[config.mk]
export PLATFORM = sky130hd
export DESIGN_NAME = uart_test_monitor
export DESIGN_NICKNAME = d
export VERILOG_FILES = /design/src/rtl/uart_test_monitor.sv
export SDC_FILE = /design/constraint.sdc
export NUM_CORES = 1
export LEC_CHECK = 0
export ABC_AREA = 1
export BUFFER_PORTS_ARGS = -buffer_cell sky130_fd_sc_hd__clkbuf_2
export CORE_ASPECT_RATIO = 0.5
export CORE_MARGIN = 1.5
export CORE_UTILIZATION = 35
export CTS_CLUSTER_SIZE = 12
export DETAILED_ROUTE_END_ITERATION = 12
export GPL_ROUTABILITY_DRIVEN = 0
export SLEW_MARGIN = 20
export SYNTH_ARGS = -nofsm -noshare
export SYNTH_HDL_FRONTEND = slang
export SYNTH_SLANG_ARGS = --single-unit
[constraint.sdc]
create_clock -name clock -period 2 [get_ports clock]
set_input_delay 0.3 -clock clock [delete_from_list [all_inputs] [get_ports clock]]
set_output_delay 0.3 -clock clock [all_outputs]
set_load 0.005 [all_outputs]
[src/rtl/uart_test_monitor.sv]
// -----------------------------------------------------------------------------
// uart_test_monitor
//
// Passive 8N1 UART receiver that watches a serial line, reports every
// correctly framed byte, flags bad stop bits, and (optionally) scans the
// received byte stream for the ASCII words "PASS" and "FAIL".
//
// Parameters
//   CLOCK_FREQUENCY : clock frequency in Hz
//   UART_BAUD_RATE  : expected line bit rate; CLOCK_FREQUENCY/UART_BAUD_RATE
//                     must be at least 4
//
// Ports
//   clock          in   sole clock, rising edge
//   reset          in   asynchronous, active-high reset
//   uart_rx        in   serial line (idle high, 8N1)
//   rx_data        out  last correctly framed byte
//   rx_valid       out  one-cycle pulse when rx_data is updated
//   framing_error  out  one-cycle pulse on a bad stop bit
//   error_count    out  saturating (at 255) count of framing errors
//   busy           out  high whenever the receive FSM is not IDLE
//   test_passed    out  sticky: "PASS" seen in the byte stream
//   test_failed    out  sticky: "FAIL" seen in the byte stream
//
// Build option
//   UART_TEST_MONITOR_MATCH_EN : when defined, the 4-byte "PASS"/"FAIL"
//   matcher is built; otherwise test_passed and test_failed are tied low.
//   Receiver behaviour is the same either way.
//
// Debug: the receive FSM state is held in state_q (type rx_state_e).
// -----------------------------------------------------------------------------
module uart_test_monitor #(
    parameter int CLOCK_FREQUENCY = 50000000,
    parameter int UART_BAUD_RATE  = 115200
) (
    input  logic       clock,
    input  logic       reset,
    input  logic       uart_rx,
    output logic [7:0] rx_data,
    output logic       rx_valid,
    output logic       framing_error,
    output logic [7:0] error_count,
    output logic       busy,
    output logic       test_passed,
    output logic       test_failed
);

    localparam int CYCLES_PER_BIT = CLOCK_FREQUENCY / UART_BAUD_RATE;
    localparam int HALF_BIT       = CYCLES_PER_BIT / 2;
    localparam int CNT_W          = $clog2(CYCLES_PER_BIT);

    localparam logic [CNT_W-1:0] BIT_LAST  = CNT_W'(CYCLES_PER_BIT - 1);
    localparam logic [CNT_W-1:0] HALF_LAST = CNT_W'(HALF_BIT - 1);

    typedef enum logic [1:0] {
        IDLE  = 2'd0,
        START = 2'd1,
        DATA  = 2'd2,
        STOP  = 2'd3
    } rx_state_e;

    // Two-flop synchronizer plus one more flop to remember the previous
    // synchronized level for falling-edge detection.
    logic sync1_q, sync2_q, prev_q;
    logic fall;

    rx_state_e        state_q, state_d;
    logic [CNT_W-1:0] cnt_q, cnt_d;
    logic [2:0]       bit_q, bit_d;
    logic [7:0]       shift_q, shift_d;
    logic [7:0]       rx_data_q, rx_data_d;
    logic             rx_valid_q, rx_valid_d;
    logic             ferr_q, ferr_d;
    logic [7:0]       err_cnt_q;

    always_ff @(posedge clock or posedge reset) begin
        if (reset) begin
            sync1_q <= 1'b1;
            sync2_q <= 1'b1;
            prev_q  <= 1'b1;
        end else begin
            sync1_q <= uart_rx;
            sync2_q <= sync1_q;
            prev_q  <= sync2_q;
        end
    end

    // Edge, not level: a line stuck low can never start a second frame.
    assign fall = prev_q & ~sync2_q;

    always_ff @(posedge clock or posedge reset) begin
        if (reset) begin
            state_q    <= IDLE;
            cnt_q      <= '0;
            bit_q      <= '0;
            shift_q    <= '0;
            rx_data_q  <= '0;
            rx_valid_q <= 1'b0;
            ferr_q     <= 1'b0;
        end else begin
            state_q    <= state_d;
            cnt_q      <= cnt_d;
            bit_q      <= bit_d;
            shift_q    <= shift_d;
            rx_data_q  <= rx_data_d;
            rx_valid_q <= rx_valid_d;
            ferr_q     <= ferr_d;
        end
    end

    always_comb begin
        state_d    = state_q;
        cnt_d      = cnt_q + CNT_W'(1);
        bit_d      = bit_q;
        shift_d    = shift_q;
        rx_data_d  = rx_data_q;
        rx_valid_d = 1'b0;
        ferr_d     = 1'b0;
        case (state_q)
            IDLE: begin
                cnt_d = '0;
                bit_d = '0;
                if (fall) state_d = START;
            end
            START: begin
                // Mid-start-bit check; a high level here means a glitch.
                if (cnt_q == HALF_LAST) begin
                    cnt_d   = '0;
                    state_d = sync2_q ? IDLE : DATA;
                end
            end
            DATA: begin
                if (cnt_q == BIT_LAST) begin
                    cnt_d   = '0;
                    shift_d = {sync2_q, shift_q[7:1]};  // LSB arrives first
                    bit_d   = bit_q + 3'd1;
                    if (bit_q == 3'd7) state_d = STOP;
                end
            end
            STOP: begin
                if (cnt_q == BIT_LAST) begin
                    cnt_d   = '0;
                    state_d = IDLE;
                    if (sync2_q) begin
                        rx_data_d  = shift_q;
                        rx_valid_d = 1'b1;
                    end else begin
                        ferr_d = 1'b1;
                    end
                end
            end
            default: state_d = IDLE;
        endcase
    end

    always_ff @(posedge clock or posedge reset) begin
        if (reset) begin
            err_cnt_q <= '0;
        end else if (ferr_q && (err_cnt_q != 8'hFF)) begin
            err_cnt_q <= err_cnt_q + 8'd1;
        end
    end

    assign rx_data       = rx_data_q;
    assign rx_valid      = rx_valid_q;
    assign framing_error = ferr_q;
    assign error_count   = err_cnt_q;
    assign busy          = (state_q != IDLE);

`ifdef UART_TEST_MONITOR_MATCH_EN
    localparam logic [31:0] WORD_PASS = 32'h5041_5353;
    localparam logic [31:0] WORD_FAIL = 32'h4641_494C;

    // Oldest byte in the top byte lane; newest byte enters at the bottom.
    logic [31:0] window_q;
    logic [31:0] window_next;
    logic        passed_q, failed_q;

    assign window_next = {window_q[23:0], rx_data_q};

    always_ff @(posedge clock or posedge reset) begin
        if (reset) begin
            window_q <= '0;
            passed_q <= 1'b0;
            failed_q <= 1'b0;
        end else if (ferr_q) begin
            // A corrupted byte breaks any word in progress.
            window_q <= '0;
        end else if (rx_valid_q) begin
            window_q <= window_next;
            if (window_next == WORD_PASS) passed_q <= 1'b1;
            if (window_next == WORD_FAIL) failed_q <= 1'b1;
        end
    end

    assign test_passed = passed_q;
    assign test_failed = failed_q;
`else
    assign test_passed = 1'b0;
    assign test_failed = 1'b0;
`endif

endmodule

[Word-level counts from Yosys, hierarchy flattened]
Index checks and enable logic that the tools add are counted.
Word-level totals
  bits in registers: 43
  latch bits: 0
  RAM bits: 0
  ROM bits: 0
  input port bits: 3
  logic and storage cells: 55
  memories kept: 0
Operators by class
  $add $sub $neg: 3
  $mul: 0
  divide/modulo/power cells: 0
  $lt $le $gt $ge: 0
  equal/unequal tests: 12
  shift-type cells: 0
  muxes and demuxes: 18
  bitwise logic cells: 2
  reductions and logical operators: 9
Operators with widths (number)
  $pmux 9 s3: 1
  $mux 9: 2
  $mux 2: 6
  $ne 2x2->1 const B: 5
  $add 9x1->9 const B: 1
  $eq 9x8->1 const B: 1
  $eq 9x9->1 const B: 1
  $add 8x1->8 const B: 1
  $ne 8x8->1 const B: 1
  $pmux 2 s4: 1
  $mux 1: 6
  $pmux 3 s2: 1
  $reduce_and 5->1: 1
  $eq 2x2->1 const B: 2
  $reduce_and 2->1: 2
  $reduce_bool 2->1: 2
  $add 3x1->3 const B: 1
  $eq 3x3->1 const B: 1
  $mux 3: 1
  $reduce_and 3->1: 1
  $eq 2x1->1 const B: 1
  $logic_not 2->1: 1
  $reduce_or 2->1: 1
  $and 1x1->1: 1
  other kinds (2): 2

[Logic depth before layout (Yosys ltp)]
  depth after elaboration: 4
  depth in mapped cells: 10
  gate-level depth less buffers: 10

[Worst setup path after synthesis]
OpenSTA, ideal clock, no wires.
  path type: reg2reg
  from: register cnt_q[1]
  to: register rx_data_q[1] (netlist: rx_data[1])
  data arrival time: 1285 ps
  data required time: 1882 ps
  slack: 596 ps
  stages on the path, launching flop included: 11
  buffers on the path: 1
  cell sequence: dfrtp_1 inv_1 ha_1 nand2_1 nor2_2 nand2_4 inv_6 nand3_4 buf_6 nand2_2 o21ai_2
On the way
  cells in the longest elaborated chain, start to end: 2
RTL lines
  start: declaration: line 68  | logic [CNT_W-1:0] cnt_q, cnt_d;
  start signal: assignment: line 102  | cnt_q <= cnt_d;
  $eq 9x9->1: line 141  | if (cnt_q == BIT_LAST) begin
  $reduce_and 3->1 (no line)
  end signal: assignment: line 105  | rx_data_q <= rx_data_d;
  end: declaration: line 71  | logic [7:0] rx_data_q, rx_data_d;
No other way between the ends.
A chain may end at the register's enable or synchronous reset.

[Worst setup path in the final report]
  from: register cnt_q[1]
  to: register rx_data_q[4] (netlist: rx_data[4])
The elaborated chain is that of the path after synthesis.

==> results.yml <==
status:
  status: "finished clean"
global_routing:
  grt_overflow: 0
  grt_max_degree: 44
  grt.total_usage: 0.119
  grt_pass1_wl_um: 5950
  grt_pass1_vias: 1335
  antenna_found_initial: 0
setup_path:
  path_max_fanout: 16
  cp_slowest_cell: "dfrtp_1"
  path_cells: "inv_1 -> ha_1 -> nand2_1 -> nor2_2 -> nand2_4 -> inv_6 -> nand3_4 -> nand2_1 -> o21ai_2"
  cp.arrival_ps: 1720
  crit_path_frequent_cell: "nand2_1"
  crit_type: "flip-flop to flip-flop"
  worst_setup_path_start_kind: "flip-flop"
  required_ps: 2170
  endpoint_kind: "flip-flop"
  cp_slowest_stage_delay_ps: 390
sta:
  period_share: 0.777
  hold_viol: 0
  relSlewSlack: 0.644
  worst_hold_slack_ps: 106
  setup_violations: 0
  rsz0062_at_grt: "no"
  finalMaxSlewViolations: 0
  max_freq_ghz: 0.643
  clock_skew_ps: 4.85
  worstMarginPinSlew_ps: 535
  tns_ps: 0
  period_needed_ps: 1550
detailed_routing:
  drc_errors: 0
  routedWlPerCell_um: 10.4
  route.met3.wl_um: 136
  wl_met1_um: 1800
  drt_iter0_drc: 88
  wl_met2_um: 1380
  top_layer_used: "met4"
  routed_via_density: 4.47
  num_vias: 1429
  postRouteAntennaNets: 0
  dr.pass1.iters: 4
  wirelength_um: 3340
power_and_ir_drop:
  peakVddDrop_mv: 0.326
  intPower_w: 0.00154
  p_leak_nw: 1.18
  switching_share: 0.285
  power.density_nw_per_um2: 906
  power_frac_clock: 0.366
  comb_power_share: 0.178
  seq_power_share: 0.456
  switchingPower_w: 0.000614
run:
  cap_viol_max_count: 0
logic_synthesis:
  synth_compound_area_frac: 0.101
  synth_xor_area_frac: 0.0298
  syn_avg_cell_area_um2: 9.31
  seq_area_frac_synth: 0.525
  synth_top_family_by_area: "simple AND/OR/NAND/NOR gates"
  synthTopCellsByCount: "nand2_1, dfrtp_1, inv_1"
  synth_area_leaders: "dfrtp_1, nand2_1, o21ai_2"
  synthDistinctLibCells: 28
  yosysMostFrequentCell: "nand2_1"
  syn_inst: 221
  syn_area_um2: 2060
  synth-seq-cells: 43
  synthMuxAreaShare: 0
  synthFlopType: "dfrtp_1"
  synthSimpleGateAreaFrac: 0.227
  synth_adder_area_share: 0.0365
  synth_edf_count: 0
  async_flop_share: 1.00
  synth_top_area_share: 0.486
  ys_warn_count: 0
  yosysTopAreaCell: "dfrtp_1"
cts:
  ctsResizeCount: 0
  root_buffer: "clkbuf_16"
  cts_tree: "yes"
  clk_path_buf_depth: 2
  post_cts_buffers: 0
  cts_hold_buf: 0
  h-tree-depth: 2
  cts_num_sinks: 43
  numCtsBuffers: 5
  path_clk_slew_ps: 60
  clk_latency_ps: 280
final_layout:
  nFillCells: 524
  drive_gt1_frac: 0.251
  final_area_um2: 2370
  diodes: 0
  num-nets-final: 256
  syn_to_final_growth_pct: 15.3
die:
  fp.coreArea_um2: 5590
  die-area_um2: 6380
  start_util: 0.368
  std_cell_rows: 19
  ios: 24
  fp.dieH_um: 57.2
  die_x_um: 111
placement:
  postPlaceCellArea_um2: 2230
  io_buffers: 21
  dp_hpwl_um: 2420
min_path:
  worstHoldPathType: "primary input to flip-flop"
cell type report:
type                            instances  area [um2]  share of cell area
Sequential cell                        43        1080               0.455
Multi-Input combinational cell        143         820               0.345
Clock buffer                            6         139              0.0585
Inverter                               32         125              0.0527
Timing Repair Buffer                   22         113              0.0475
Tap cell                               73        91.3              0.0385
Clock inverter                          1        5.00             0.00211
logic make-up after synthesis:
group,count (synthesis)
other,1
adder cells (fa/ha/maj),6
AND/OR/NAND/NOR,100
flip-flops,43
XOR/XNOR,7
AO/OA/AOI/OAI,28
buffers and inverters,36
placed cells by master, fill, tap and decap left out, types with 5 or more instances in the layout:
cell and n:
o21ai_2 17, nand3_1 9, o21ai_0 5, inv_1 29, nor2_1 15, nand2_1 56, nor3_1 6, ha_1 6
dfrtp_1 40, clkbuf_16 5, clkbuf_2 21
layer usage:
layer | vias up | track usage
met2 | 18 | 0.172
met1 | 658 | 0.166
met4 | 0 | 0.0542
met5 | - | 0
li1 | 749 | -
met3 | 4 | 0.0361
sequential cells by signal (all words and copies together), names as in the netlist, 3 cells and up, named ones only:
signal / count
error_count: 8
bit_q: 3
shift_q: 8
cnt_q: 9
rx_data: 8
through the flow:
step                       util  cells  worst slack [ps]  total power [W]
after floorplan               -    222               596          0.00129
after global placement    0.399    313               461          0.00137
after detailed placement  0.399    313               432          0.00138
after CTS                 0.425    320               429          0.00218
after global routing      0.425    320               304          0.00228
final                     0.425    320               446          0.00215
worst max-delay path, delay by kind of cell, from the launching register on:
kind | cells | cell delay (ps)
AOI/OAI and AO/OA | 1 | 60
buffers and inverters | 2 | 170
DFF | 1 | 390
adders and majority gates | 1 | 140
and+or+nand+nor | 5 | 670
worst paths after layout:
path                       slack, ps               start                      to  depth (start not counted)
hold reg to reg                  350   sync1_q$_DFF_PP1_       sync2_q$_DFF_PP1_                          0
setup / recovery                 450  cnt_q[1]$_DFF_PP0_  rx_data[4]$_DFFE_PP0P_                          9
max in group asynchronous       1490               reset       sync1_q$_DFF_PP1_                          3
hold / removal                   110             uart_rx       sync1_q$_DFF_PP1_                          1
setup reg to reg                 450  cnt_q[1]$_DFF_PP0_  rx_data[4]$_DFFE_PP0P_                          9
min in group asynchronous        130               reset      cnt_q[6]$_DFF_PP0_                          3
power groups by stage:
stage / clock, W / combinational [W] / sequential, W
floorplan: 0 / 0.000306 / 0.000984
global placement: 0 / 0.000376 / 0.000993
detailed placement: 0 / 0.000384 / 0.000995
CTS: 0.000814 / 0.000387 / 0.000979
global route: 0.000849 / 0.000437 / 0.000991
finish: 0.000788 / 0.000382 / 0.000980
No activity file was read; power rests on OpenSTA's default activity.
